<file path="src/rtl/poly_eval_horner.sv">
// Unsigned polynomial evaluator using Horner's method, one multiply-add per clock.
// Coefficients (highest order first) and x are entered serially on data_in under a go press/release handshake.
module poly_eval_horner #(
  parameter int WIDTH  = 8,
  parameter int DEGREE = 2
) (
  input  logic             clk,
  input  logic             reset,
  input  logic             go,
  input  logic             keep_coef,
  input  logic [WIDTH-1:0] data_in,
  output logic [WIDTH-1:0] data_result,
  output logic             result_valid,
  output logic             overflow,
  output logic             busy
);

  localparam int IW = (DEGREE >= 4) ? 3 : (DEGREE >= 2) ? 2 : 1;
  localparam int SW = 2 * WIDTH + 1;
  localparam logic [IW-1:0] IDX_TOP = IW'(DEGREE);
  localparam logic [IW-1:0] K_TOP   = IW'(DEGREE - 1);

  localparam logic [2:0] S_LOAD_COEF      = 3'd0;
  localparam logic [2:0] S_LOAD_COEF_WAIT = 3'd1;
  localparam logic [2:0] S_LOAD_X         = 3'd2;
  localparam logic [2:0] S_LOAD_X_WAIT    = 3'd3;
  localparam logic [2:0] S_COMPUTE        = 3'd4;

  logic [2:0]       state;
  logic [IW-1:0]    idx;
  logic [IW-1:0]    k;
  logic [WIDTH-1:0] coef [DEGREE+1];
  logic [WIDTH-1:0] x;
  logic [WIDTH-1:0] acc;
  logic [SW-1:0]    step;

  // Full-width Horner step; bits above WIDTH flag overflow, acc keeps the wrapped low part.
  assign step = SW'(acc) * SW'(x) + SW'(coef[k]);
  assign busy = (state == S_COMPUTE);

  always_ff @(posedge clk) begin
    if (reset) begin
      state        <= S_LOAD_COEF;
      idx          <= IDX_TOP;
      k            <= '0;
      for (int i = 0; i <= DEGREE; i++) coef[i] <= '0;
      x            <= '0;
      acc          <= '0;
      data_result  <= '0;
      result_valid <= 1'b0;
      overflow     <= 1'b0;
    end else begin
      case (state)
        S_LOAD_COEF: begin
          if (go) begin
            coef[idx]    <= data_in;
            result_valid <= 1'b0;
            state        <= S_LOAD_COEF_WAIT;
          end
        end
        S_LOAD_COEF_WAIT: begin
          if (!go) begin
            if (idx == '0) begin
              state <= S_LOAD_X;
            end else begin
              idx   <= idx - 1'b1;
              state <= S_LOAD_COEF;
            end
          end
        end
        S_LOAD_X: begin
          if (go) begin
            x            <= data_in;
            result_valid <= 1'b0;
            state        <= S_LOAD_X_WAIT;
          end
        end
        S_LOAD_X_WAIT: begin
          if (!go) begin
            acc      <= coef[DEGREE];
            k        <= K_TOP;
            overflow <= 1'b0;
            state    <= S_COMPUTE;
          end
        end
        S_COMPUTE: begin
          acc <= step[WIDTH-1:0];
          if (|step[SW-1:WIDTH]) overflow <= 1'b1;
          // Final step: publish result and pick reload path from keep_coef.
          if (k == '0) begin
            data_result  <= step[WIDTH-1:0];
            result_valid <= 1'b1;
            if (keep_coef) begin
              state <= S_LOAD_X;
            end else begin
              idx   <= IDX_TOP;
              state <= S_LOAD_COEF;
            end
          end else begin
            k <= k - 1'b1;
          end
        end
        default: state <= S_LOAD_COEF;
      endcase
    end
  end

endmodule

</file>
<file path="config.mk">
export PLATFORM = sky130hd
export DESIGN_NAME = poly_eval_horner
export DESIGN_NICKNAME = d
export VERILOG_FILES = /design/src/rtl/poly_eval_horner.sv
export SDC_FILE = /design/constraint.sdc
export NUM_CORES = 1
export LEC_CHECK = 0
export CELL_PAD_IN_SITES_DETAIL_PLACEMENT = 1
export CELL_PAD_IN_SITES_GLOBAL_PLACEMENT = 1
export CORE_MARGIN = 2
export CORE_UTILIZATION = 53
export DETAILED_ROUTE_END_ITERATION = 10
export GPL_ROUTABILITY_DRIVEN = 1
export PLACE_DENSITY_LB_ADDON = 0.15
export SLEW_MARGIN = 20
export SYNTH_ARGS = -nofsm -noshare
export SYNTH_HDL_FRONTEND = slang
export SYNTH_SLANG_ARGS = --single-unit
</file>
<file path="constraint.sdc">
create_clock -name clk -period 7.7 [get_ports clk]
set_clock_uncertainty 0.05 [all_clocks]
set_input_delay 1.54 -clock clk [delete_from_list [all_inputs] [get_ports clk]]
set_output_delay 1.54 -clock clk [all_outputs]
set_load 0.005 [all_outputs]
</file>
==> impl_metrics.csv <==
group,metric,value,unit
synthesis,synth_top_family_by_area,"adder cells",
worst_setup_path,worstRegToRegCells,14,
synthesis,ys.flop_type,"dfxtp_1",
detailed_routing,drt_iter0_drc,161,
clock_tree,cts_buffers,9,
pwr,power,698,uW
sta,min_period_over_period,0.657,
final_layout,finalNetCount,638,
synthesis,avgSynthCellArea,9.83,sq um
global_routing,top_usage_layer,"met2",
sta,max_freq,198,MHz
synthesis,yosys_warnings,0,
global_routing,grt_first_pass_wirelength,21.4,mm
global_routing,met2_usage,0.464,
detailed_routing,first_pass_iters,4,
worst_setup_path,rrSetupSlack,2640,ps
final_layout,fin_util,0.588,
placed_design,place_hpwl,10.4,mm
worst_setup_path,crit_type,"reg -> reg",
floorplanning,die_x,103,microns
floorplanning,ios,23,
synthesis,synth_compound_gate_area_share,0.0955,
synthesis,synth_async_sr_flop_share,0,
sta,tightestPinTransition,1040,ps
floorplanning,rows,36,
clock_tree,numClockSinks,67,
final_layout,area_delta_synth_final,8.76,%
sta,whs,409,ps
synthesis,synth_edf_count,32,
synthesis,synth_area,5210,sq um
synthesis,synthTopCellsByArea,"edfxtp_1, fa_1, dfxtp_1, ha_1, inv_1",
floorplanning,fp.coreArea,9640,sq um
floorplanning,start_util,0.541,
pwr,peakVddDrop,0.000133,V
final_layout,fin_area,5670,sq um
worst_setup_path,worstPathMaxFanout,8,
final_layout,final_layout_size_suffix_gt1_frac,0.0535,
worst_setup_path,critPathArrivalTime,5240,ps
clock_tree,clockRootBuffer,"clkbuf_8",
clock_tree,cts_tree,"yes",
global_routing,grtUsageMet3,0.0410,
synthesis,synth_commonest_cells,"inv_1, nand2_1, ha_1, fa_1, nor2_1",
detailed_routing,avgViaCountPerCell,5.58,
synthesis,synth_top_area_cell,"edfxtp_1",
sta,fin_setup_tns,0,ps
sta,maxSlewHeadroom,0.303,
placed_design,gp_congestion,0.858,
synthesis,synth_top_area_share,0.184,
synthesis,synth-adder-area-share,0.277,
global_routing,antenna_found_initial,0,
sta,finalHoldViolCount,0,
synthesis,synth-simple-area-share,0.171,
synthesis,synthMuxAreaShare,0.0538,
synthesis,seq_area_frac_synth,0.319,
sta,finalSetupViolCount,0,
global_routing,met1_usage,0.361,
sta,drv_slew,0,
global_routing,grt_max_degree,38,
detailed_routing,drc,0,
clock_tree,cts_setup_buffers,0,
pwr,power_density,123,nW/um^2
synthesis,synth_xor_area_frac,0.0118,
worst_setup_path,critPathLaunchType,"flip-flop",
final_layout,antenna-diode-count,0,
worst_setup_path,required,7880,ps
clock_tree,ctsHoldBuffers,0,
detailed_routing,wl,13.1,mm
min_path,hold_class,"reg -> reg",
min_path,hold_depth,2,
clock_tree,cts-resized-gates,0,
global_routing,grt_pass1_vias,4071,
flow_run,cap_violations,0,
synthesis,synth_fp_nets,631,
clock_tree,htree_levels,3,
synthesis,synthCells,530,
pwr,p_leak,2.46,nW
detailed_routing,vias,3768,
sta,rsz0062_at_grt,"false",
floorplanning,die_h,103,microns
clock_tree,clock_latency,360,ps
detailed_routing,postRouteAntennaNets,0,
synthesis,synth_seq_cells,67,
detailed_routing,wire_per_inst,19.3,microns
clock_tree,clock_path_buffers,2,
final_layout,nFillCells,1115,
clock_tree,cts.clk_slew.worst_paths,80,ps
global_routing,grt_use_total,0.272,
global_routing,overflow,0,
floorplanning,design.die.area,10600,sq um
status,status,"finished clean",
worst_setup_path,end_kind,"flip-flop",
synthesis,synth.distinct_cells,46,
sta,min_period,5060,ps
synthesis,yosysMostFrequentCell,"inv_1",
placed_design,dpl-instance-area,5500,sq um
placed_design,port_buffers,22,
logic make-up (layout without fill, tap and decap cells):
logic type	after synthesis	count (layout)
and+or+nand+nor	181	181
buffers and inverters	99	111
AOI/OAI and AO/OA	69	69
muxes	18	18
DFF	67	67
adders and majority gates	89	89
xor gates and xnor gates	7	7
flip-flops by register name, summed over array words and instances (netlist names), named ones only:
| name | count |
|---|---|
| idx | 2 |
| result_valid | 1 |
| overflow | 1 |
| state | 3 |
| k | 2 |
| acc | 8 |
| coef | 32 |
| x | 8 |
| data_result | 8 |
metrics by stage:
| step | worst slack (ps) | cells |
|---|---|---|
| floorplan | 3130 | 530 |
| global placement | 2820 | 659 |
| detailed placement | 2660 | 659 |
| CTS | 2650 | 675 |
| global route | 2350 | 675 |
| finish | 2640 | 675 |
where the power goes:
group          internal (mW)  switching, mW  leakage [nW]  total, mW
registers              0.381        0.00717         0.604      0.389
logic                 0.0185         0.0275          1.78     0.0460
clock network          0.117          0.146        0.0803      0.263
total                  0.517          0.181          2.46      0.698
path summary, 6_finish.rpt:
check,from,to
setup / recovery,flip-flop,overflow
setup reg to reg,flip-flop,overflow
hold / removal,data_result[4],data_result[4]
hold reg to reg,data_result[4],data_result[4]
cell type report:
type,count,area [sq um],area share
clock inverter,6,41.3,0.00728
tap,133,166,0.0294
multi-input combinational,364,3170,0.560
inverter,72,270,0.0477
timing repair buffer,23,228,0.0402
clock buffer,10,128,0.0225
sequential,67,1660,0.293
layout by cell type (no fill, tap or decap), types with 4 or more instances in the layout:
master	netlist	layout
inv_1	72	72
nand2_1	60	60
ha_1	45	45
fa_1	44	44
nor2_1	40	40
dfxtp_1	35	35
edfxtp_1	32	32
and2_1	27	27
and3_1	27	27
clkdlybuf4s50_1	0	22
a21oi_1	18	18
mux2i_1	10	10
nor3_1	9	9
clkbuf_8	0	9
mux4_2	8	8
a21o_1	6	6
xnor2_1	6	6
o22ai_1	6	6
o21ai_1	5	5
nand2b_1	4	4
a22oi_1	4	4
nand3_1	4	4
worst max-delay path, cell delays in order, from the launching register on:
cell,delay [ps]
dfxtp_1,630
mux4_2,580
fa_1,490
inv_1,50
fa_1,530
fa_1,440
fa_1,550
inv_1,40
ha_1,380
o21ai_1,140
o21ai_1,300
o2111a_1,240
o221ai_1,100
nor4_1,290
a31oi_1,120
routing by layer:
layer | up-vias | part of all wire
li1 | 1790 | -
met1 | 1908 | 0.45
met2 | 58 | 0.50
met3 | 12 | 0.035
met4 | 0 | 0.017
met5 | - | 0
Note: power is estimated with default switching activity, not from simulation.
